**config.mk**
```make
export PLATFORM = sky130hd
export DESIGN_NAME = mem_req_sequencer
export DESIGN_NICKNAME = d
export VERILOG_FILES = /design/src/rtl/mem_req_sequencer.sv
export SDC_FILE = /design/constraint.sdc
export NUM_CORES = 1
export LEC_CHECK = 0
export ABC_AREA = 1
export CAP_MARGIN = 5
export CORE_MARGIN = 5
export CORE_UTILIZATION = 48
export DETAILED_ROUTE_END_ITERATION = 10
export PLACE_DENSITY = 0.91
export SYNTH_ARGS = -nofsm -noshare
export SYNTH_HDL_FRONTEND = slang
export SYNTH_SLANG_ARGS = --single-unit
```
**constraint.sdc**
```tcl
create_clock -name i_clk -period 7.55 [get_ports i_clk]
set_input_delay 1.51 -clock i_clk [delete_from_list [all_inputs] [get_ports i_clk]]
set_output_delay 1.51 -clock i_clk [all_outputs]
set_load 0.01 [all_outputs]
```
**src/rtl/mem_req_sequencer.sv**
```systemverilog
// Request front-end for a single-port synchronous memory: issues one access per cycle,
// queues read data in a 2-entry in-order response FIFO, and runs a whole-array fill engine.
module mem_req_sequencer #(
    parameter int unsigned DATA_WIDTH = 8,
    parameter int unsigned ADDR_WIDTH = 4
) (
    input  logic                  i_clk,
    input  logic                  i_rst,
    input  logic                  i_req_valid,
    output logic                  o_req_ready,
    input  logic                  i_req_we,
    input  logic [ADDR_WIDTH-1:0] i_req_addr,
    input  logic [DATA_WIDTH-1:0] i_req_wdata,
    output logic                  o_rsp_valid,
    input  logic                  i_rsp_ready,
    output logic [DATA_WIDTH-1:0] o_rsp_rdata,
    input  logic                  i_fill_start,
    input  logic [DATA_WIDTH-1:0] i_fill_value,
    output logic                  o_busy,
    output logic                  o_mem_we,
    output logic [ADDR_WIDTH-1:0] o_mem_addr,
    output logic [DATA_WIDTH-1:0] o_mem_din,
    input  logic [DATA_WIDTH-1:0] i_mem_dout
);

    localparam logic [ADDR_WIDTH-1:0] LastAddr = {ADDR_WIDTH{1'b1}};

    typedef enum logic {StIdle, StFill} state_t;

    state_t                r_state;
    state_t                w_state_next;
    logic                  r_pend;
    logic [DATA_WIDTH-1:0] r_fifo [2];
    logic                  r_wr_ptr;
    logic                  r_rd_ptr;
    logic [1:0]            r_count;
    logic [ADDR_WIDTH-1:0] r_fill_cnt;
    logic [DATA_WIDTH-1:0] r_fill_value;

    logic                  w_rsp_valid;
    logic                  w_pop;
    logic                  w_push;
    logic [2:0]            w_credit;
    logic                  w_req_ready;
    logic                  w_accept;
    logic                  w_mem_we;
    logic [ADDR_WIDTH-1:0] w_mem_addr;
    logic [DATA_WIDTH-1:0] w_mem_din;

    // Credit counts queued plus in-flight responses, net of this cycle's pop, so a
    // newly accepted read always finds a free FIFO slot when its data arrives.
    assign w_rsp_valid = (r_count != 2'd0);
    assign w_pop       = w_rsp_valid & i_rsp_ready;
    assign w_push      = r_pend;
    assign w_credit    = {1'b0, r_count} + {2'b00, r_pend} - {2'b00, w_pop};
    assign w_req_ready = (r_state == StIdle) & ~i_fill_start & ~i_rst & (w_credit < 3'd2);
    assign w_accept    = i_req_valid & w_req_ready;

    always_comb begin
        w_state_next = r_state;
        w_mem_we     = 1'b0;
        w_mem_addr   = '0;
        w_mem_din    = '0;
        unique case (r_state)
            StIdle: begin
                if (i_fill_start) begin
                    w_state_next = StFill;
                end
                if (w_accept) begin
                    w_mem_we   = i_req_we;
                    w_mem_addr = i_req_addr;
                    w_mem_din  = i_req_wdata;
                end
            end
            StFill: begin
                w_mem_we   = 1'b1;
                w_mem_addr = r_fill_cnt;
                w_mem_din  = r_fill_value;
                if (r_fill_cnt == LastAddr) begin
                    w_state_next = StIdle;
                end
            end
        endcase
        // Reset must stop a fill write in the very cycle it is asserted.
        if (i_rst) begin
            w_mem_we   = 1'b0;
            w_mem_addr = '0;
            w_mem_din  = '0;
        end
    end

    always_ff @(posedge i_clk) begin
        if (i_rst) begin
            r_state      <= StIdle;
            r_pend       <= 1'b0;
            r_fifo[0]    <= '0;
            r_fifo[1]    <= '0;
            r_wr_ptr     <= 1'b0;
            r_rd_ptr     <= 1'b0;
            r_count      <= 2'd0;
            r_fill_cnt   <= '0;
            r_fill_value <= '0;
        end else begin
            r_state <= w_state_next;
            r_pend  <= w_accept & ~i_req_we;
            if ((r_state == StIdle) && i_fill_start) begin
                r_fill_value <= i_fill_value;
            end
            if (r_state == StFill) begin
                r_fill_cnt <= r_fill_cnt + ADDR_WIDTH'(1);
            end
            if (w_push) begin
                r_fifo[r_wr_ptr] <= i_mem_dout;
                r_wr_ptr         <= ~r_wr_ptr;
            end
            if (w_pop) begin
                r_rd_ptr <= ~r_rd_ptr;
            end
            r_count <= r_count + {1'b0, w_push} - {1'b0, w_pop};
        end
    end

    assign o_req_ready = w_req_ready;
    assign o_rsp_valid = w_rsp_valid;
    assign o_rsp_rdata = w_rsp_valid ? r_fifo[r_rd_ptr] : '0;
    assign o_busy      = (r_state == StFill);
    assign o_mem_we    = w_mem_we;
    assign o_mem_addr  = w_mem_addr;
    assign o_mem_din   = w_mem_din;

endmodule
```
Word-level counts from Yosys, hierarchy flattened
Memories as Yosys holds them, arrays and structs flattened. A register that Yosys moved wholly into a read port is not among the register bits. Index checks and enable logic that the tools add are counted.

Bits in registers: 18. Memory bits (writable): 16. Output and inout bits: 24. Word-level logic and storage cells: 53. Memories kept: 1.

Memory list: r_fifo (depth 2, bits a word 8, rd ports 1, clocked after memory_dff 1, wr ports 2, line 33) `logic [DATA_WIDTH-1:0] r_fifo [2];`.

$add $sub $neg: 5. $lt $le $gt $ge: 1. Equal/unequal tests: 1. Mux-type cells: 23. Bitwise gates (word level): 12. Reductions and logical operators: 3.

Operator list (count): $mux 8 (4); $pmux 8 s2 (1); $mux 1 (13); $mux 4 (2); $pmux 4 s2 (1); $reduce_or 8->1 (1); $and 1x1->1 (6); $not 1->1 (6); $add 4x1->4 const B (1); $eq 4x4->1 const B (1); $pmux 1 s2 (2); $add 2x1->3 (1); $lt 3x2->1 const B (1); $sub 3x1->3 (1); $add 2x1->2 (1); $reduce_bool 2->1 (1); $sub 2x1->2 (1); $logic_and 1x1->1 (1).

Logic depth before layout (Yosys ltp)
Depth after elaboration: 9. Gate-level depth with buffers: 13. Gate-level depth less buffers: 12.

Least setup slack after synthesis
Ideal clock, no wire load.

Path kind: input to output. From: input i_rsp_ready. To: output o_mem_addr[0]. Arrival: 3290 ps. Required time: 6040 ps. Path slack: 2750 ps. Stages: 12. Buffers on the path: 1. Cells stage by stage: inv_1 nor2_1 ha_1 inv_1 ha_1 inv_1 fa_1 nand2_2 nor2_4 buf_6 nand4_1 a21oi_1.

Longest elaborated chain between the ends: 8.

RTL lines: from (decl) (line 15) `input logic i_rsp_ready,`; $and 1x1->1 (line 53) `assign w_pop = w_rsp_valid & i_rsp_ready;`; via w_pop (line 41) `logic w_pop;`; $sub 3x1->3 (line 55) `assign w_credit = {1'b0, r_count} + {2'b00, r_pend} - {2'b00, w_pop};`; $lt 3x2->1 (line 56) `assign w_req_ready = (r_state == StIdle) & ~i_fill_start & ~i_rst & (w_credit < 3'd2);`; $and 1x1->1 (line 56); $and 1x1->1 (line 57) `assign w_accept = i_req_valid & w_req_ready;`; $mux 4 (line 69) `if (w_accept) begin`; $pmux 4 s2 (line 64) `unique case (r_state)`; $mux 4 (line 85) `if (i_rst) begin`; to (decl) (line 21) `output logic [ADDR_WIDTH-1:0] o_mem_addr,`.

The timed path passes the listed nets, and every way through them passes these cells.

Worst setup path in the final report
From: input i_rsp_ready. To: output o_mem_we.

Longest elaborated chain between the ends: 8.

RTL lines: $and 1x1->1 (line 53); via w_pop (line 41); $sub 3x1->3 (line 55); $lt 3x2->1 (line 56); $and 1x1->1 (line 56); $and 1x1->1 (line 57); $mux 1 (line 69); $pmux 1 s2 (line 64); $mux 1 (line 85); to (decl) (line 20) `output logic o_mem_we,`.

The timed path passes the listed nets, and every way through them passes these cells.

==> out/results.tsv <==
stage	metric	value	unit
run_status	status	complete, no violations	
cts	Clock Pin Slew Worst Setup and Hold Paths	100	ps
logic_synthesis	Synth Register Bits	35	
critical_path	slowest cell delay on critical path	570	ps
critical_path	R2R depth	11	
die	die width	69.6	um
cts	total CTS buffers	5	
cts	CTS H-tree depth	2	
critical_path	slowest CP cell	clkdlybuf4s50_1	
worst_hold_path	hold_sp	r_rd_ptr	
critical_path	Reg-to-Reg End	r_pend	
cells_and_area	non-filler cells, final	317	
cells_and_area	share of cells above drive strength 1	0.0517	
global_route	antenna violations before repair	0	
logic_synthesis	largest cells by area after synthesis	edfxtp_1 (28%), dfxtp_1 (22%), nor2_1 (9.2%)	
sta	endpoints failing hold	0	
cells_and_area	Syn-to-layout area delta	37.0	%
cts	clock sinks	35	
placement	IO Port Bufs	57	
logic_synthesis	Synth Area in XOR/XNOR	0	
die	row count	21	
worst_hold_path	HP Class	reg -> reg	
die	Die H	69.6	um
critical_path	reg2reg start	r_count[1]	
critical_path	Crit. End Element	output port	
power_and_ir_drop	pwr/cell area	224	mW/mm^2
logic_synthesis	main flop type after synthesis	dfxtp_1	
critical_path	worst-path fanout max	13	
logic_synthesis	Post-synth EDFFs	16	
logic_synthesis	Syn Nets	253	
logic_synthesis	Syn Area/Cell	7.94	um^2
sta	RSZ-0062 raised after global routing	no	
routing	first drt pass iteration count	4	
logic_synthesis	top cell type by total area after synthesis	edfxtp_1	
logic_synthesis	Adder-Cell Fraction of Synth Area	0.0337	
die	Top Ports	58	
logic_synthesis	Mapped Area	0.00171	mm^2
worst_hold_path	Hold EP	r_rd_ptr	
global_route	first-pass GRT wire length	6600	um
placement	Placer Congestion	0.869	
worst_hold_path	Hold Crit Depth	1	
sta	Worst slew margin	0.586	
critical_path	cell mode on critical path	inv_1	
power_and_ir_drop	static leakage	0.935	nW
logic_synthesis	FFs w/ async S/R, synth	0	
routing	DR vias/cell	5.03	
critical_path	Worst R2R Setup Slack	4910	ps
cells_and_area	antenna cells	0	
logic_synthesis	top-count cell post-synth	nor2_1	
sta	Final Slew Violations	0	
logic_synthesis	Seq/Total Area, Yosys	0.504	
routing	vias	1595	
cts	latest clock arrival within the worst-skew pair	330	ps
critical_path	critical path type	in -> out	
sta	Worst Max-Slew Pin Slew	620	ps
logic_synthesis	total of warnings raised by yosys	0	
logic_synthesis	post-synthesis simple-gate area fraction	0.265	
global_route	vias in the first global route	1471	
sta	clock period minus worst slack	6000	ps
logic_synthesis	Netlist cell types	24	
critical_path	Critical Path AT	4490	ps
global_route	largest net degree at the start of global routing	21	
logic_synthesis	compound-cell area share of the yosys netlist	0.106	
sta	final cycle utilization of the critical path	0.795	
logic_synthesis	top post-synthesis cells by count	nor2_1 (42), nand2_1 (41), a21oi_1 (24), inv_1 (24), dfxtp_1 (19)	
routing	DRT Wirelength	4030	um
routing	Iter 0 DRT Violations	75	
die	die area	0.00485	mm^2
cells_and_area	layout net count	308	
cts	CTS resizes	0	
die	core box area	0.00339	mm^2
routing	Post-DRT Antenna Nets	0	
job	max cap viols	0	
logic_synthesis	Synth top area share	0.282	
cts	CTS tree	yes	
global_route	GRT Total Usage	0.169	
die	starting density of the core	0.504	
routing	DR DRC count	0	
routing	drt wl/cell	12.7	um
sta	clock skew	8.45	ps
cts	root buf cell	clkbuf_4	
power_and_ir_drop	peak supply drop	0.105	mV
cts	maximum root-to-sink buffer count	2	
cts	buffer count from post-CTS setup fixing	0	
critical_path	cell breakdown of the critical path	clkdlybuf4s50_1 -> inv_1 -> nor2_1 -> ha_1 -> inv_1 -> ha_1 -> inv_1 -> fa_1 -> nand2_2 -> nor2_4 -> nand3_1 -> o22ai_1 -> clkdlybuf4s50_1	
cts	Hold-fix buffers, CTS	0	
critical_path	Critical Path RT	6040	ps
sta	timing-limited maximum frequency	167	MHz
logic_synthesis	Mapped Cells	215	
sta	final-report setup violation count	0	
critical_path	startpoint class of the critical path	primary input	
global_route	total grt overflow	0	
logic_synthesis	post-synthesis mux area share	0	
placement	Final HPWL DP	3080	um
logic_synthesis	largest family of logic cells by synthesized area	simple AND/OR/NAND/NOR gates	
placement	placed insts	309	
sta	setup TNS	0	ps
## through the flow
step	area, um^2	util	power [mW]	setup WS (ps)	hold WS, ps
finish	2340	0.690	0.523	1550	470
global route	2340	0.690	0.561	1330	485
CTS	2340	0.690	0.527	1580	469
detailed placement	2280	0.672	0.424	1590	455
global placement	2280	0.672	0.419	1670	438
floorplan	1710	-	0.346	2750	425
## critical path: cells and delay by family
family                   cells  cell delay (ps)
buffers and inverters        5             1180
adder cells (fa/ha/maj)      3              920
AND/OR/NAND/NOR              4              730
AO/OA/AOI/OAI                1              170
## worst max-delay path by stage
stage | endpoint | depth (start not counted) | slack (ps) | from
after floorplan | o_mem_addr[0] | 12 | 2750 | i_rsp_ready
after global placement | o_mem_we | 13 | 1670 | i_rsp_ready
after detailed placement | o_mem_we | 13 | 1590 | i_rsp_ready
after CTS | o_mem_we | 13 | 1580 | i_rsp_ready
after global routing | o_mem_we | 13 | 1330 | i_rsp_ready
final | o_mem_we | 13 | 1550 | i_rsp_ready
## kinds of logic after synthesis
kind of cell | count (synthesis)
and+or+nand+nor | 105
AOI/OAI and AO/OA | 36
buffers and inverters | 35
DFF | 35
adders and majority gates | 4
## cell type report
cell class | instances | area (um^2)
Timing Repair Buffer | 57 | 571
Fill cell | 264 | 1050
Clock inverter | 1 | 5.00
Tap cell | 46 | 57.6
Clock buffer | 7 | 55.1
Sequential cell | 35 | 861
Multi-Input combinational cell | 145 | 691
Inverter | 26 | 97.6
## placed cells by master, fill, tap and decap left out, types with 2 or more instances in the layout
cell / netlist / routed
a21oi_1: 24 / 24
clkbuf_4: 0 / 5
clkdlybuf4s50_1: 0 / 57
dfxtp_1: 19 / 19
edfxtp_1: 16 / 16
ha_1: 3 / 3
inv_1: 24 / 24
inv_2: 2 / 2
nand2_1: 41 / 41
nand2_2: 2 / 2
nand3_1: 3 / 3
nand4_1: 11 / 11
nor2_1: 42 / 42
nor3_1: 2 / 2
o21ai_0: 10 / 10
## registers in the layout (all words and copies together) (netlist names), named ones only
name,count
o_busy,1
r_count,2
r_fifo,16
r_fill_cnt,4
r_fill_value,8
r_pend,1
r_rd_ptr,1
r_wr_ptr,1
## routing by layer
metal  GRT usage  share of wire
met1       0.184           0.39
met4      0.0787          0.029
met5           0              0
met3      0.0478          0.047
met2       0.302           0.53
## where the power goes
group | total (mW) | leakage (nW) | switching [mW] | internal, mW
sequential | 0.232 | 0.321 | 0.0161 | 0.216
combinational | 0.187 | 0.578 | 0.104 | 0.0835
clock | 0.104 | 0.0353 | 0.0593 | 0.0451
total | 0.523 | 0.935 | 0.179 | 0.344
(Power assumes the default switching activity.)
